File: src/rtl/bomb_pkg.sv
// ============================================================================
// Module      : bomb_pkg
// Description : Shared types and constants for the per-player bomb manager.
// Revision    : 1.0 - initial release
// ============================================================================
`default_nettype none

package bomb_pkg;

    typedef enum logic [1:0] {
        IDLE  = 2'd0,
        FUSE  = 2'd1,
        BLAST = 2'd2
    } slot_state_t;

    localparam int         TILE_SIZE_DEF   = 40;
    localparam int         COORD_W_DEF     = 6;
    localparam logic [7:0] PLACE_KEY_SPACE = 8'd44;
    localparam logic [7:0] PLACE_KEY_KP0   = 8'd98;

    typedef logic [COORD_W_DEF-1:0] tile_t;

    function automatic int max2(input int a, input int b);
        return (a > b) ? a : b;
    endfunction

endpackage

`default_nettype wire

File: src/rtl/bomb_slot.sv
// ============================================================================
// Module      : bomb_slot
// Description : One bomb slot: IDLE/FUSE/BLAST FSM, tick counter and tile.
// Revision    : 1.0 - initial release
// ============================================================================
`default_nettype none

module bomb_slot
    import bomb_pkg::*;
#(
    parameter int COORD_W     = COORD_W_DEF,
    parameter int FUSE_TICKS  = 120,
    parameter int BLAST_TICKS = 30
) (
    input  logic               clk_i,
    input  logic               rst_i,
    input  logic               alloc_i,
    input  logic [COORD_W-1:0] tx_i,
    input  logic [COORD_W-1:0] ty_i,
    input  logic               tick_i,
    input  logic               chain_hit_i,
    output slot_state_t        state_o,
    output logic [COORD_W-1:0] x_o,
    output logic [COORD_W-1:0] y_o,
    output logic               blast_start_o
);

    localparam int CNT_W = $clog2(max2(FUSE_TICKS, BLAST_TICKS) + 1);

    slot_state_t        state_q;
    logic [CNT_W-1:0]   cnt_q;
    logic [COORD_W-1:0] x_q;
    logic [COORD_W-1:0] y_q;
    logic               blast_start_q;

    always_ff @(posedge clk_i or posedge rst_i) begin
        if (rst_i) begin
            state_q       <= IDLE;
            cnt_q         <= '0;
            x_q           <= '0;
            y_q           <= '0;
            blast_start_q <= 1'b0;
        end else begin
            blast_start_q <= 1'b0;
            unique case (state_q)
                IDLE: begin
                    if (alloc_i) begin
                        state_q <= FUSE;
                        cnt_q   <= CNT_W'(FUSE_TICKS);
                        x_q     <= tx_i;
                        y_q     <= ty_i;
                    end
                end
                FUSE: begin
                    // A chain hit wins over a tick landing in the same cycle.
                    if (chain_hit_i || (tick_i && cnt_q == CNT_W'(1))) begin
                        state_q       <= BLAST;
                        cnt_q         <= CNT_W'(BLAST_TICKS);
                        blast_start_q <= 1'b1;
                    end else if (tick_i) begin
                        cnt_q <= cnt_q - CNT_W'(1);
                    end
                end
                BLAST: begin
                    if (tick_i) begin
                        if (cnt_q == CNT_W'(1)) begin
                            state_q <= IDLE;
                            cnt_q   <= '0;
                        end else begin
                            cnt_q <= cnt_q - CNT_W'(1);
                        end
                    end
                end
                default: begin
                    state_q <= IDLE;
                    cnt_q   <= '0;
                end
            endcase
        end
    end

    assign state_o       = state_q;
    assign x_o           = x_q;
    assign y_o           = y_q;
    assign blast_start_o = blast_start_q;

endmodule

`default_nettype wire

File: src/rtl/bomb_manager.sv
// ============================================================================
// Module      : bomb_manager
// Description : Per-player bomb slot manager: key detect, tile mapping,
//               lowest-free-slot allocation and per-slot fuse/blast timing.
// Revision    : 1.0 - initial release
// ============================================================================
`default_nettype none

module bomb_manager
    import bomb_pkg::*;
#(
    parameter int         NUM_SLOTS    = 4,
    parameter int         NUM_KEYS     = 4,
    parameter int         TILE_SIZE    = TILE_SIZE_DEF,
    parameter int         COORD_W      = COORD_W_DEF,
    parameter int         FUSE_TICKS   = 120,
    parameter int         BLAST_TICKS  = 30,
    parameter logic [7:0] PLACE_KEY_P0 = PLACE_KEY_SPACE,
    parameter logic [7:0] PLACE_KEY_P1 = PLACE_KEY_KP0
) (
    input  logic                           Clk,
    input  logic                           Reset,
    input  logic [8*NUM_KEYS-1:0]          keys,
    input  logic                           player_id,
    input  logic [9:0]                     pos_x,
    input  logic [9:0]                     pos_y,
    input  logic                           tick,
    input  logic [$clog2(NUM_SLOTS+1)-1:0] max_bombs,
    input  logic [NUM_SLOTS-1:0]           chain_hit,
    output logic [NUM_SLOTS*COORD_W-1:0]   bomb_x,
    output logic [NUM_SLOTS*COORD_W-1:0]   bomb_y,
    output logic [NUM_SLOTS-1:0]           bomb_fuse,
    output logic [NUM_SLOTS-1:0]           bomb_blast,
    output logic [NUM_SLOTS-1:0]           blast_start,
    output logic                           place_ack,
    output logic                           place_reject
);

    localparam int MB_W = $clog2(NUM_SLOTS + 1);

    logic [7:0]         place_key;
    logic               hit;
    logic               hit_q;
    logic               press;
    logic [COORD_W-1:0] tx;
    logic [COORD_W-1:0] ty;
    logic               found;
    logic               dup;
    logic               accept;
    logic [NUM_SLOTS-1:0] cand_oh;
    logic [NUM_SLOTS-1:0] alloc_vec;

    slot_state_t        slot_state [NUM_SLOTS];
    logic [COORD_W-1:0] slot_x     [NUM_SLOTS];
    logic [COORD_W-1:0] slot_y     [NUM_SLOTS];

    assign place_key = player_id ? PLACE_KEY_P1 : PLACE_KEY_P0;

    always_comb begin
        hit = 1'b0;
        for (int k = 0; k < NUM_KEYS; k++) begin
            if (keys[k*8 +: 8] == place_key) begin
                hit = 1'b1;
            end
        end
    end

    assign press = hit & ~hit_q;
    assign tx    = COORD_W'(pos_x / 10'(TILE_SIZE));
    assign ty    = COORD_W'(pos_y / 10'(TILE_SIZE));

    // Only the registered slot state is consulted, so a slot freed this cycle
    // becomes a candidate one cycle later.
    always_comb begin
        found   = 1'b0;
        dup     = 1'b0;
        cand_oh = '0;
        for (int i = 0; i < NUM_SLOTS; i++) begin
            if (!found && slot_state[i] == IDLE && MB_W'(i) < max_bombs) begin
                found      = 1'b1;
                cand_oh[i] = 1'b1;
            end
            if (slot_state[i] != IDLE && slot_x[i] == tx && slot_y[i] == ty) begin
                dup = 1'b1;
            end
        end
    end

    assign accept    = press & found & ~dup;
    assign alloc_vec = accept ? cand_oh : '0;

    always_ff @(posedge Clk or posedge Reset) begin
        if (Reset) begin
            hit_q        <= 1'b0;
            place_ack    <= 1'b0;
            place_reject <= 1'b0;
        end else begin
            hit_q        <= hit;
            place_ack    <= accept;
            place_reject <= press & ~accept;
        end
    end

    generate
        for (genvar i = 0; i < NUM_SLOTS; i++) begin : g_slot
            bomb_slot #(
                .COORD_W    (COORD_W),
                .FUSE_TICKS (FUSE_TICKS),
                .BLAST_TICKS(BLAST_TICKS)
            ) u_slot (
                .clk_i        (Clk),
                .rst_i        (Reset),
                .alloc_i      (alloc_vec[i]),
                .tx_i         (tx),
                .ty_i         (ty),
                .tick_i       (tick),
                .chain_hit_i  (chain_hit[i]),
                .state_o      (slot_state[i]),
                .x_o          (slot_x[i]),
                .y_o          (slot_y[i]),
                .blast_start_o(blast_start[i])
            );

            assign bomb_x[i*COORD_W +: COORD_W] = slot_x[i];
            assign bomb_y[i*COORD_W +: COORD_W] = slot_y[i];
            assign bomb_fuse[i]                 = (slot_state[i] == FUSE);
            assign bomb_blast[i]                = (slot_state[i] == BLAST);
        end
    endgenerate

endmodule

`default_nettype wire

File: config.mk
export PLATFORM = sky130hd
export DESIGN_NAME = bomb_manager
export DESIGN_NICKNAME = d
export VERILOG_FILES = /design/src/rtl/bomb_pkg.sv /design/src/rtl/bomb_slot.sv /design/src/rtl/bomb_manager.sv
export SDC_FILE = /design/constraint.sdc
export NUM_CORES = 1
export LEC_CHECK = 0
export ABC_AREA = 1
export BUFFER_PORTS_ARGS = -buffer_cell sky130_fd_sc_hd__buf_2
export CAP_MARGIN = 15
export CELL_PAD_IN_SITES_DETAIL_PLACEMENT = 1
export CELL_PAD_IN_SITES_GLOBAL_PLACEMENT = 2
export CORE_AREA = 2 2 136 138
export DETAILED_ROUTE_END_ITERATION = 12
export DIE_AREA = 0 0 138 140
export PLACE_DENSITY = 0.83
export SLEW_MARGIN = 40
export SYNTH_ARGS = -nofsm -noshare
export SYNTH_HDL_FRONTEND = slang
export SYNTH_SLANG_ARGS = --single-unit
File: constraint.sdc
create_clock -name Clk -period 5.2 [get_ports Clk]
set_input_delay 0.52 -clock Clk [delete_from_list [all_inputs] [get_ports Clk]]
set_output_delay 0.52 -clock Clk [all_outputs]
set_load 0.01 [all_outputs]
==> After elaboration in Yosys (flattened, before gate mapping) <==
Cells that the tools add are included.
{ "totals": {"regBits": 91, "latch_bits": 0, "ramBits": 0, "romBits": 0, "inputBits": 63, "out_inout_bits": 62, "word_cells": 199, "memories": 0} }
{ "op_classes": {"add_sub_neg": 4, "mul": 0, "div": 2, "order_cmp": 4, "eq_ne": 44, "n_shift": 0, "mux": 69, "bitwise": 7, "n_reduce_logical": 46} }
{ "ops": {"columns": ["cell", "count"], "rows": [
  ["2-to-1 mux 7 bit", 21],
  ["case mux 7 bit (3 select lines)", 4],
  ["equality test 6 bit", 8],
  ["equality test 8 x 7 -> 1 bit", 4],
  ["2-to-1 mux 2 bit", 16],
  ["equality test 7 x 1 -> 1 bit (second input constant)", 4],
  ["subtractor 7 x 1 -> 7 bit (second input constant)", 4],
  ["case mux 2 bit (3 select lines)", 4],
  ["2-to-1 mux 1 bit", 23],
  ["divider 10 x 6 -> 10 bit (second input constant)", 2],
  ["logical AND 1 bit", 19],
  ["inequality test 2 x 1 -> 1 bit (second input constant)", 8],
  ["inequality test 2 bit (second input constant)", 8],
  ["AND reduction 4 bit", 4],
  ["inequality test 3 x 2 -> 1 bit (second input constant)", 4],
  ["AND reduction 3 bit", 4],
  ["equality test 2 x 1 -> 1 bit (second input constant)", 4],
  ["equality test 2 bit (second input constant)", 4],
  ["zero test 2 bit", 4],
  ["AND reduction 2 bit", 4],
  ["nonzero test 2 bit", 4],
  ["less-than comparator 1 x 3 -> 1 bit (first input constant)", 2],
  ["less-than comparator 2 x 3 -> 1 bit (first input constant)", 2],
  ["bitwise AND 1 bit", 4],
  ["4 further kinds", 11]
]} }

==> Logic depth before layout (Yosys ltp) <==
Gate-level depths: netlist of the first run.
{ "logic_depth": {"depth_word": 20, "depth_mapped": 26, "depth_no_buf": 26} }

==> Hierarchy <==
A second synthesis of the first run with hierarchy kept.
{ "hier_totals": {"hier_cells": 807, "area_unflattened_um2": 6381.1} }
{ "by_module_without_submodules": {"columns": ["mod", "n_inst", "cells_each", "area_each_um2", "seq_area_each_um2"], "rows": [
  ["bomb_slot at g_slot[0].u_slot ...", 3, 120, 1136.1, 550.5],
  ["bomb_manager", 1, 325, 1761.7, 75.1],
  ["bomb_slot at g_slot[3].u_slot", 1, 122, 1211.2, 550.5]
]} }

==> Least setup slack after synthesis of the first run <==
Ideal clock, no wire load.
{ "synth_path": {"path_type": "in2reg", "from": "input max_bombs[2]", "to": "register g_slot[2].u_slot.y_q[4]", "setup_ns": 0.135, "arrival_ns": 2.663, "t_required_ns": 5.065, "slack_ns": 2.403, "path_stages": 11, "path_cell_list": "nor2_1 -> a21oi_1 -> nor2_1 -> inv_1 -> nor4_1 -> nor3_1 -> o311ai_2 -> nor2_8 -> nand4_4 -> buf_2 -> o21ai_1"} }
{ "synth_via": {"elab_chain_cells": 19} }
{ "synth_lines": {"columns": ["item", "line", "rtl"], "rows": [
  ["from (decl)", "bomb_manager.sv:28", "input logic [$clog2(NUM_SLOTS+1)-1:0] max_bombs,"],
  ["less-than comparator 1 x 3 -> 1 bit", "bomb_manager.sv:79", "if (!found && slot_state[i] == IDLE && MB_W'(i) < max_bombs) begin"],
  ["logical AND 1 bit", "bomb_manager.sv:79", null],
  ["2-to-1 mux 1 bit", "bomb_manager.sv:79", null],
  ["zero test 1 bit", "bomb_manager.sv:79", null],
  ["logical AND 1 bit (2 in series)", "bomb_manager.sv:79", null],
  ["2-to-1 mux 1 bit", "bomb_manager.sv:79", null],
  ["zero test 1 bit", "bomb_manager.sv:79", null],
  ["logical AND 1 bit (2 in series)", "bomb_manager.sv:79", null],
  ["2-to-1 mux 1 bit", "bomb_manager.sv:79", null],
  ["zero test 1 bit", "bomb_manager.sv:79", null],
  ["logical AND 1 bit (2 in series)", "bomb_manager.sv:79", null],
  ["2-to-1 mux 1 bit", "bomb_manager.sv:79", null],
  ["bitwise AND 1 bit (2 in series)", "bomb_manager.sv:89", "assign accept = press & found & ~dup;"],
  ["2-to-1 mux 4 bit *", "bomb_manager.sv:90", "assign alloc_vec = accept ? cand_oh : '0;"],
  ["AND reduction 2 bit (no line) *", null, null],
  ["to (signal assigned)", "bomb_slot.sv:51", "y_q <= ty_i;"],
  ["to (decl)", "bomb_slot.sv:33", "logic [COORD_W-1:0] y_q;"]
]} }
Every way passes the cells marked *; elsewhere a longest branch is shown, timed or not.
A chain may end at the register's enable or synchronous reset.

==> Worst setup path after layout of the first run <==
{ "layout_path": {"from": "register g_slot[0].u_slot.state_q[1]", "to": "register g_slot[1].u_slot.cnt_q[0]"} }
{ "layout_via": {"elab_chain_cells": 20} }
{ "layout_lines": {"columns": ["item", "line", "rtl"], "rows": [
  ["from (decl)", "bomb_slot.sv:30", "slot_state_t state_q;"],
  ["from (signal assigned)", "bomb_slot.sv:38", "state_q <= IDLE;"],
  ["from (signal assigned)", "bomb_slot.sv:48", "state_q <= FUSE;"],
  ["from (signal assigned)", "bomb_slot.sv:57", "state_q <= BLAST;"],
  ["zero test 2 bit", "bomb_manager.sv:79", null],
  ["logical AND 1 bit", "bomb_manager.sv:79", null],
  ["2-to-1 mux 1 bit", "bomb_manager.sv:79", null],
  ["zero test 1 bit", "bomb_manager.sv:79", null],
  ["logical AND 1 bit (2 in series)", "bomb_manager.sv:79", null],
  ["2-to-1 mux 1 bit", "bomb_manager.sv:79", null],
  ["zero test 1 bit", "bomb_manager.sv:79", null],
  ["logical AND 1 bit (2 in series)", "bomb_manager.sv:79", null],
  ["2-to-1 mux 1 bit", "bomb_manager.sv:79", null],
  ["zero test 1 bit", "bomb_manager.sv:79", null],
  ["logical AND 1 bit (2 in series)", "bomb_manager.sv:79", null],
  ["2-to-1 mux 1 bit", "bomb_manager.sv:79", null],
  ["bitwise AND 1 bit (2 in series)", "bomb_manager.sv:89", null],
  ["2-to-1 mux 4 bit *", "bomb_manager.sv:90", null],
  ["inequality test 2 bit (no line) *", null, null],
  ["AND reduction 3 bit (no line) *", null, null],
  ["to (signal assigned)", "bomb_slot.sv:58", "cnt_q <= CNT_W'(BLAST_TICKS);"],
  ["to (signal assigned)", "bomb_slot.sv:61", "cnt_q <= cnt_q - CNT_W'(1);"],
  ["to (signal assigned)", "bomb_slot.sv:70", "cnt_q <= cnt_q - CNT_W'(1);"],
  ["to (decl)", "bomb_slot.sv:31", "logic [CNT_W-1:0] cnt_q;"]
]} }
Marks and branches as above.

==> results of run 1 <==
==> Yosys cell counts, types with 16 or more instances <==
library cell,number
o21ai_0,22
nand3_1,47
xor2_1,23
o21ai_1,42
inv_1,97
nand2_2,16
dfrtp_1,83
a21oi_1,17
nand4_1,40
buf_4,16
nand2_1,220
inv_2,16
nor2_1,58
==> worst register-to-register path: stages (launching register included) <==
cell and delay [ps]:
dfrtp_1 400, nor2_2 350, inv_1 170, a21oi_1 340, nor2_1 90, inv_1 120
nor4_2 80, nor3_1 390, o311ai_2 200, nor2_8 240, nand4_4 400, nand2_4 310
nand3_4 150, nand2_1 100, nand2_1 50
==> layer usage <==
metal	global-route usage (%)	routed length (µm)
met2	29.7	7680
met3	2.94	633
met5	0	0
met4	7.57	436
met1	23.8	8030
==> path summary, 6_finish.rpt <==
check / startpoint / to / depth (start not counted)
min: Reset / g_slot[0].u_slot.state_o[1] / 2
min reg2reg: g_slot[0].u_slot.cnt_q[1] / g_slot[0].u_slot.cnt_q[1] / 2
max reg2reg: g_slot[0].u_slot.state_o[1] / g_slot[1].u_slot.cnt_q[0] / 14
max in group asynchronous: Reset / g_slot[3].u_slot.x_o[2] / 3
max: g_slot[0].u_slot.state_o[1] / g_slot[1].u_slot.cnt_q[0] / 14
min in group Clk: g_slot[0].u_slot.cnt_q[1] / g_slot[0].u_slot.cnt_q[1] / 2
==> state kept, by name, summed over array words and instances (netlist names) <==
signal,flops
g_slot.u_slot.state_o,8
g_slot.u_slot.y_o,20
g_slot.u_slot.x_o,20
place_ack,1
hit_q,1
place_reject,1
g_slot.u_slot.cnt_q,28
g_slot.u_slot.blast_start_o,4
==> placed cells by master, fill, tap and decap left out, drive strengths merged <==
| cell type | Yosys | layout |
|---|---|---|
| buf | 20 | 111 |
| a21oi | 19 | 19 |
| a31oi | 1 | 1 |
| o2111ai | 2 | 2 |
| nand4 | 45 | 45 |
| nand2 | 243 | 243 |
| bufinv | 0 | 1 |
| nor3 | 18 | 18 |
| nor4 | 6 | 6 |
| conb | 1 | 8 |
| xnor2 | 13 | 13 |
| o41ai | 4 | 4 |
| dfrtp | 83 | 83 |
| nand3 | 54 | 54 |
| and3 | 1 | 1 |
| clkbuf | 0 | 12 |
| o21ai | 66 | 66 |
| nor2 | 65 | 65 |
| clkinv | 0 | 2 |
| xor2 | 23 | 23 |
| ha | 8 | 8 |
| o311ai | 1 | 1 |
| a41oi | 1 | 1 |
| or2 | 2 | 2 |
| nand3b | 1 | 1 |
| a21boi | 1 | 1 |
| inv | 113 | 113 |
==> per-stage QoR <==
step | std cells | power (mW) | worst slack [ps]
after floorplan | 798 | 2.23 | 2400
after global placement | 1118 | 2.69 | 1430
after detailed placement | 1118 | 2.74 | 1360
after CTS | 1133 | 3.38 | 1660
after global routing | 1133 | 3.66 | 1360
final | 1133 | 3.33 | 1690
==> cell type report <==
class | instances | area share, %
multi-input cells | 582 | 46.5
flip-flops and latches | 83 | 30.7
repair buffers | 111 | 8.24
inverters | 113 | 6.30
well taps | 229 | 4.23
clock buffers | 12 | 3.49
clock inverters | 3 | 0.591
==> cell families after synthesis <==
family,synth area share [%]
compound gates,9.34
simple gates,37.5
xor+xnor,5.48
buf+inv,9.80
other cells,0.0651
fa+ha+maj,1.74
flops,36.1
==> where the power goes <==
part	total (mW)	switching, mW	internal, mW
Clock	0.626	0.257	0.369
Sequential	1.16	0.265	0.895
Combinational	1.54	0.951	0.593
Total	3.33	1.47	1.86
==> flow_metrics.py, run 1 <==
metrics = {
    "status": {
        "status": "finished clean",
    },
    "worst_setup_path": {
        "crit_path_end_kind": "register",
        "path_cells": "nor2_2 > inv_1 > a21oi_1 > nor2_1 > inv_1 > nor4_2 > nor3_1 > o311ai_2 > nor2_8 > nand4_4 > nand2_4 > nand3_4 > nand2_1 > nand2_1",
        "crit_required_ps": 5440,
        "max_stage_delay_ps": 400,
        "cp_top_family": "simple AND/OR/NAND/NOR gates",
        "reg2reg_slack_ps": 1690,
        "path_class": "reg2reg",
        "cp_slowest_cell": "dfrtp_1",
        "path_buf_inv": 2,
        "crit_fanout": 22,
        "start_kind": "register",
        "cp.arrival_ps": 3740,
    },
    "timing": {
        "rsz0062_at_grt": "false",
        "fmax_ghz": 0.285,
        "maxSlewHeadroom_pct": 60.6,
        "hold_viol": 0,
        "hold_slack_ps": 224,
        "setup_viol": 0,
        "slew_violations": 0,
        "period_share_pct": 67.4,
        "skew_ps": 8.86,
        "finalSetupTns_ps": 0,
        "period_needed_ps": 3510,
        "tightestPinTransition_ps": 591,
    },
    "clock_tree": {
        "cts_made_buffers": 9,
        "clock_path_buffers": 2,
        "cts_resized": 0,
        "cts_htree_levels": 3,
        "clock-sinks": 83,
        "clock_latency_ps": 350,
        "hold_buffers": 0,
        "cts_root_buf": "clkbuf_16",
        "path_clk_slew_ps": 60,
        "postCtsSetupBuffers": 0,
        "cts_tree": "yes",
    },
    "run": {
        "maxCapViolCount": 0,
    },
    "finish": {
        "drive_above_1_share_pct": 21.6,
        "syn_to_final_growth_pct": 17.6,
        "multi_input_comb_area_um2": 3150,
        "stdcell_area_um2": 6770,
        "post-route-util_pct": 38.1,
        "seq_area_um2": 2080,
        "fillers": 2294,
        "final_nets": 971,
        "antenna_cells": 0,
    },
    "power": {
        "leakagePower_nw": 3.54,
        "p_per_area_nw_per_um2": 492,
        "ir_drop_mv": 0.185,
    },
    "global_routing": {
        "grt_max_degree": 47,
        "grt_pass1_vias": 5528,
        "gr-total-overflow": 0,
        "grt_pass1_wl_um": 28000,
        "antenna_found_initial": 0,
        "grt.total_usage_pct": 18.1,
    },
    "logic_synthesis": {
        "yosysUniqueCellTypes": 37,
        "synthCells": 791,
        "netlist_area_um2": 5760,
        "synth.top_cell.area_share_pct": 36.1,
        "synth-edff-count": 0,
        "ys_async_sr_fraction_pct": 100,
        "ys.flop_type": "dfrtp_1",
        "syn_area_per_cell_um2": 7.28,
        "ys_seq_area_share_pct": 36.1,
        "yosysWarningCount": 0,
        "synth_top_cell_by_area": "dfrtp_1",
        "synth.area.top_cells": "dfrtp_1 (36%), nand2_1 (14%), inv_1 (6.3%)",
        "synth_seq_cells": 83,
    },
    "floorplan": {
        "start_util_pct": 32.4,
        "io_pins": 125,
        "core_area_um2": 17800,
        "die-area_um2": 19300,
        "die_w_um": 138,
        "fp-row-count": 49,
        "fp.dieH_um": 140,
    },
    "placement": {
        "dp_hpwl_um": 13100,
        "gp_congestion": 0.794,
        "port_buffers": 110,
        "dpl_cell_area_um2": 6490,
    },
    "detailed_routing": {
        "vias": 5481,
        "wl_per_cell_um": 14.8,
        "antenna_left": 0,
        "drt_wl_total_um": 16800,
        "drc": 0,
        "drt_iter0_markers": 160,
        "drt_pre_antenna_iters": 4,
        "vias_per_cell": 4.84,
    },
    "hold_path": {
        "hp-class": "in2async",
    },
}
Note: power is estimated with default switching activity, not from simulation.
==> inputs of run 2 (changes only) <==
--- a/config.mk
+++ b/config.mk
@@ -10,10 +10,10 @@
 export CAP_MARGIN = 15
 export CELL_PAD_IN_SITES_DETAIL_PLACEMENT = 1
 export CELL_PAD_IN_SITES_GLOBAL_PLACEMENT = 2
-export CORE_AREA = 2 2 136 138
+export CORE_AREA = 2 2 147 149
 export DETAILED_ROUTE_END_ITERATION = 12
-export DIE_AREA = 0 0 138 140
-export PLACE_DENSITY = 0.83
+export DIE_AREA = 0 0 149 151
+export PLACE_DENSITY = 0.76
 export SLEW_MARGIN = 40
 export SYNTH_ARGS = -nofsm -noshare
 export SYNTH_HDL_FRONTEND = slang
==> constraint.sdc (replaced) <==
create_clock -name Clk -period 3 [get_ports Clk]
set_input_delay 0.3 -clock Clk [delete_from_list [all_inputs] [get_ports Clk]]
set_output_delay 0.3 -clock Clk [all_outputs]
set_load 0.01 [all_outputs]
==> flow_metrics.py, run 2 (synthesized netlist as in run 1, its figures left out) <==
metrics = {
    "floorplan": {
        "io_pins": 125,
        "die-area_um2": 22500,
        "start_util_pct": 27.7,
        "core_area_um2": 20800,
        "die_w_um": 149,
        "fp.dieH_um": 151,
        "fp-row-count": 53,
    },
    "global_routing": {
        "gr-total-overflow": 0,
        "grt.total_usage_pct": 16.7,
        "grt_pass1_vias": 5603,
        "grt_max_degree": 56,
        "antenna_found_initial": 0,
        "grt_pass1_wl_um": 29400,
    },
    "worst_setup_path": {
        "path_class": "in2reg",
        "start_kind": "input pin",
        "path_buf_inv": 4,
        "crit_required_ps": 3230,
        "crit_path_end_kind": "register",
        "cp_slowest_cell": "nor2_2",
        "cpMostUsedCell": "nand2_1",
        "cp_top_family": "simple AND/OR/NAND/NOR gates",
        "crit_fanout": 8,
        "max_stage_delay_ps": 210,
        "reg2reg_slack_ps": 310,
        "cp.arrival_ps": 2960,
    },
    "status": {
        "status": "finished, violations left",
        "violations": "negative hold slack",
    },
    "finish": {
        "final_nets": 1022,
        "drive_above_1_share_pct": 26.2,
        "top_register": "g_slot.u_slot.cnt_q",
        "antenna_cells": 0,
        "layout_commonest_cell": "nand2_1",
        "syn_to_final_growth_pct": 26.9,
        "largest_register_ffs": 28,
        "layout_common_cells": "nand2_1 (220), buf_2 (110), inv_1 (95)",
        "post-route-util_pct": 35.1,
        "multi_input_comb_area_um2": 3190,
        "fillers": 2667,
        "seq_area_um2": 2080,
        "finalNonFillerCells": 1231,
    },
    "timing": {
        "setup_viol": 0,
        "maxSlewHeadroom_pct": 65.5,
        "hold_slack_ps": -0.608,
        "period_needed_ps": 2730,
        "fmax_ghz": 0.366,
        "slew_violations": 0,
        "tightestPinTransition_ps": 517,
        "skew_ps": 11.1,
        "period_share_pct": 91.0,
        "hold_viol": 2,
    },
    "detailed_routing": {
        "drt_iter0_markers": 204,
        "vias": 5661,
        "vias_per_cell": 4.60,
        "drc": 0,
        "drt_wl_total_um": 18100,
        "antenna_left": 0,
        "wl_per_cell_um": 14.7,
        "drt_pre_antenna_iters": 4,
    },
    "clock_tree": {
        "clock_latency_ps": 350,
        "cts_tree": "yes",
        "cts_root_buf": "clkbuf_16",
        "clock-sinks": 83,
        "cts_htree_levels": 3,
        "cts_made_buffers": 9,
        "clock_path_buffers": 2,
        "path_clk_slew_ps": 60,
    },
    "run": {
        "maxCapViolCount": 0,
    },
    "hold_path": {
        "hp-class": "in2async",
    },
    "power": {
        "leakagePower_nw": 3.81,
        "p_per_area_nw_per_um2": 825,
        "ir_drop_mv": 0.325,
    },
    "placement": {
        "dp_hpwl_um": 14200,
        "port_buffers": 110,
        "gp_congestion": 0.781,
        "place_inst": 1211,
    },
}
==> run 2: per-layer routing <==
metal / GRT usage, % / share of wire, % / vias up
met4: 4.14 / 0.94 / 0
met3: 2.98 / 4.6 / 12
met2: 27.7 / 47 / 105
met5: 0 / 0 / -
met1: 22.5 / 47 / 2672
li1: - / - / 2872
==> run 2: metrics by stage <==
step                power [mW]  setup TNS (ps)  cell area (µm²)  setup WS, ps
global route              6.61           -10.7             7310         -6.05
finish                    6.02               0             7310           271
detailed placement        4.91           -2580             6940          -105
floorplan                 3.87               0             5780           339
CTS                       6.07               0             7230           209
global placement          4.83           -1160             6940         -51.2
==> run 2: final timing paths <==
path,from,to,cells past startpoint
max,pos_y[7],g_slot[2].u_slot.cnt_q[1],25
min,Reset,g_slot[3].u_slot.cnt_q[3],2
max reg2reg,g_slot[0].u_slot.state_o[1],g_slot[2].u_slot.cnt_q[1],14
min reg2reg,g_slot[3].u_slot.cnt_q[1],g_slot[3].u_slot.cnt_q[1],2
max in group asynchronous,Reset,g_slot[2].u_slot.x_o[3],3
min in group Clk,chain_hit[2],g_slot[2].u_slot.state_o[0],6
==> run 2: timing repair <==
| action | 4_1_cts | 5_1_grt |
|---|---|---|
| hold buffers | 0 | 0 |
| gates resized for setup | 0 | 9 |
| endpoints found under the setup margin | 0 | 62 |
| buffers inserted | 0 | 3 |
==> run 2: power by group <==
part           internal (mW)  switching (mW)  leakage, nW  total (mW)
clock                  0.669           0.459        0.141        1.13
combinational           1.16            1.72         2.58        2.88
sequential              1.55           0.466         1.09        2.02
total                   3.38            2.64         3.81        6.02
==> run 2: layout make-up <==
class / count / area share [%]
flip-flops and latches: 83 / 28.4
clock inverters: 2 / 0.480
multi-input cells: 583 / 43.7
repair buffers: 161 / 13.3
well taps: 275 / 4.71
inverters: 113 / 5.93
clock buffers: 14 / 3.48
==> inputs of run 3 (changes only) <==
--- a/config.mk
+++ b/config.mk
@@ -10,11 +10,12 @@
 export CAP_MARGIN = 15
 export CELL_PAD_IN_SITES_DETAIL_PLACEMENT = 1
 export CELL_PAD_IN_SITES_GLOBAL_PLACEMENT = 2
-export CORE_AREA = 2 2 147 149
+export CORE_AREA = 2 2 152 154
 export DETAILED_ROUTE_END_ITERATION = 12
-export DIE_AREA = 0 0 149 151
-export PLACE_DENSITY = 0.76
+export DIE_AREA = 0 0 154 156
+export PLACE_DENSITY = 0.74
 export SLEW_MARGIN = 40
 export SYNTH_ARGS = -nofsm -noshare
 export SYNTH_HDL_FRONTEND = slang
+export SYNTH_HIERARCHICAL = 1
 export SYNTH_SLANG_ARGS = --single-unit
==> flow_metrics.py, run 3 <==
metrics = {
    "status": {
        "status": "finished clean",
    },
    "clock_tree": {
        "clock_path_buffers": 2,
        "cts_tree": "yes",
        "cts_made_buffers": 9,
        "cts_root_buf": "clkbuf_16",
        "clock_latency_ps": 350,
        "path_clk_slew_ps": 70,
        "cts_htree_levels": 3,
        "clock-sinks": 91,
    },
    "logic_synthesis": {
        "synth-edff-count": 0,
        "muxShareOfSynthArea_pct": 9.00,
        "synth_top_family_by_area": "simple AND/OR/NAND/NOR gates",
        "synth_top_cell_by_area": "dfrtp_1",
        "synthCells": 807,
        "synth_seq_cells": 91,
        "synth_compound_area_share_pct": 4.45,
        "yosysMostFrequentCell": "nand2_1",
        "syn_area_per_cell_um2": 7.91,
        "ys_async_sr_fraction_pct": 100,
        "synth.area.top_cells": "dfrtp_1 (36%), nand2_1 (13%), mux2_2 (6.9%)",
        "synth_common_cells": "nand2_1 (218), inv_1 (113), dfrtp_1 (91), nand3_1 (81), nor2_1 (48)",
        "yosysWarningCount": 6,
        "synth_simple_gate_area_share_pct": 37.4,
        "synth.top_cell.area_share_pct": 35.7,
        "ys_seq_area_share_pct": 35.7,
        "synth_fa_ha_area_share_pct": 1.57,
        "synth-xor-area-share_pct": 3.84,
        "yosysUniqueCellTypes": 38,
        "ys.flop_type": "dfrtp_1",
        "netlist_area_um2": 6380,
    },
    "worst_setup_path": {
        "max_stage_delay_ps": 320,
        "reg2reg_from": "g_slot[3].u_slot/state_o[0]",
        "crit_required_ps": 3250,
        "path_class": "in2reg",
        "cp.arrival_ps": 3090,
        "reg2reg_slack_ps": 220,
        "path_buf_inv": 5,
        "cpMostUsedCell": "nand2_4",
        "crit_path_end_kind": "register",
        "start_kind": "input pin",
        "crit_fanout": 6,
        "cp_top_family": "simple AND/OR/NAND/NOR gates",
        "cp_slowest_cell": "mux2_2",
        "path_cells": "buf_2 > inv_2 > nand3_2 > nand3_2 > nand2_2 > nand2_4 > inv_2 > a21boi_4 > nand2_4 > nand2_2 > nand3_1 > nand2_2 > nand2_4 > a21boi_2 > nand2_1 > nor2_2 > nand3_2 > nand2_4 > nor3_2 > buf_4 > nand2_4 > clkbuf_16 > mux2_2",
        "startpoint": "pos_y[7]",
    },
    "timing": {
        "finalWorstSetupSlack_ps": 158,
        "fmax_ghz": 0.352,
        "setup_viol": 0,
        "maxSlewHeadroom_pct": 63.4,
        "skew_ps": 12.3,
        "period_share_pct": 94.7,
        "finalSetupTns_ps": 0,
        "hold_viol": 0,
        "period_needed_ps": 2840,
        "slew_violations": 0,
        "tightestPinTransition_ps": 549,
    },
    "finish": {
        "layout_common_cells": "nand2_1 (214), buf_2 (117), inv_1 (107)",
        "antenna_cells": 0,
        "finalNonFillerCells": 1299,
        "stdcell_area_um2": 8460,
        "syn_to_final_growth_pct": 32.6,
        "final_nets": 1080,
        "largest_register_ffs": 28,
        "top_register": "g_slot.u_slot/cnt_q",
        "layout_commonest_cell": "nand2_1",
        "drive_above_1_share_pct": 38.0,
    },
    "detailed_routing": {
        "vias_per_cell": 4.58,
        "wl_per_cell_um": 15.4,
        "antenna_left": 0,
        "drt_wl_total_um": 20000,
        "vias": 5945,
        "drt_pre_antenna_iters": 4,
        "drt_iter0_markers": 188,
        "drc": 0,
    },
    "power": {
        "leakagePower_nw": 4.76,
        "total_power_mw": 5.32,
        "ir_drop_mv": 0.264,
        "p_per_area_nw_per_um2": 628,
    },
    "floorplan": {
        "die_w_um": 154,
        "fp-row-count": 55,
        "core_area_um2": 22400,
        "io_pins": 125,
        "die-area_um2": 24000,
        "start_util_pct": 28.5,
        "fp.dieH_um": 156,
    },
    "global_routing": {
        "grt_pass1_wl_um": 32400,
        "grt_pass1_vias": 6163,
        "grt_max_degree": 23,
        "gr-total-overflow": 0,
        "antenna_found_initial": 0,
        "grt.total_usage_pct": 17.1,
    },
    "placement": {
        "post-place-ws_ps": -300,
        "place_inst": 1273,
        "dp_hpwl_um": 15700,
        "dpl_cell_area_um2": 7810,
        "gp_congestion": 0.811,
        "port_buffers": 118,
    },
    "hold_path": {
        "hp-class": "in2reg",
        "hp-start": "chain_hit[0]",
    },
    "run": {
        "maxCapViolCount": 0,
    },
}
==> run 3: cell types whose count changed in the layout (fill, tap and decap cells not counted), moves of 14 or more <==
cell / previous run / this run
mux2_2: 0 / 39
nand3_1: 46 / 74
nand4_1: 40 / 22
o21ai_0: 22 / 8
o21ai_1: 42 / 1
==> run 3: cell families after synthesis <==
logic type,count (synthesis)
AOI/OAI and AO/OA,37
muxes,48
adders and majority gates,8
DFF,91
buffers and inverters,126
and+or+nand+nor,468
xor gates and xnor gates,28
other,1
==> run 3: layout make-up <==
| cell class | instances | area [µm²] |
|---|---|---|
| clock buffers | 9 | 225 |
| clock inverters | 7 | 121 |
| fillers | 2735 | 13900 |
| inverters | 121 | 457 |
| multi-input cells | 598 | 3800 |
| flip-flops and latches | 91 | 2280 |
| well taps | 285 | 357 |
| repair buffers | 188 | 1230 |
==> run 3: routing by layer <==
metal / share of wire (%) / track usage [%] / up-vias
met2: 50 / 30.4 / 82
met3: 3.6 / 3.36 / 15
met5: 0 / 0 / -
met1: 45 / 21.4 / 2853
met4: 1.5 / 4.23 / 0
li1: - / - / 2995
==> run 3: worst min-delay path, cell delays in order <==
cell	delay (ps)
buf_2	70
inv_1	80
o21ai_2	90
o21ai_0	70
==> run 3: stage by stage <==
stage               hold WS [ps]  util, %
detailed placement           266     34.9
CTS                          286     36.5
global placement             239     34.9
floorplan                   53.6        -
finish                       296     37.8
global route                 317     37.8
==> run 3: repair_timing <==
item	in CTS	in global routing
setup buffers	0	5
gates resized for setup	0	44
endpoints found under the setup margin	0	76
endpoints found under the hold margin	3	0
hold buffers	1	0
==> run 3: path summary, 6_finish.rpt <==
check / endpoint / cells past startpoint
setup / recovery: g_slot[1].u_slot/x_o[3] / 23
hold / removal: g_slot[0].u_slot/state_o[0] / 4
setup reg to reg: g_slot[3].u_slot/x_o[3] / 19
hold reg to reg: g_slot[0].u_slot/cnt_q[1] / 2
max in group asynchronous: g_slot[0].u_slot/state_o[1] / 3
min in group asynchronous: place_ack / 3
==> run 3: power breakdown <==
group          switching, mW  total, mW  internal [mW]
clock                  0.539       1.36          0.823
combinational           1.37       2.28          0.908
sequential             0.254       1.68           1.43
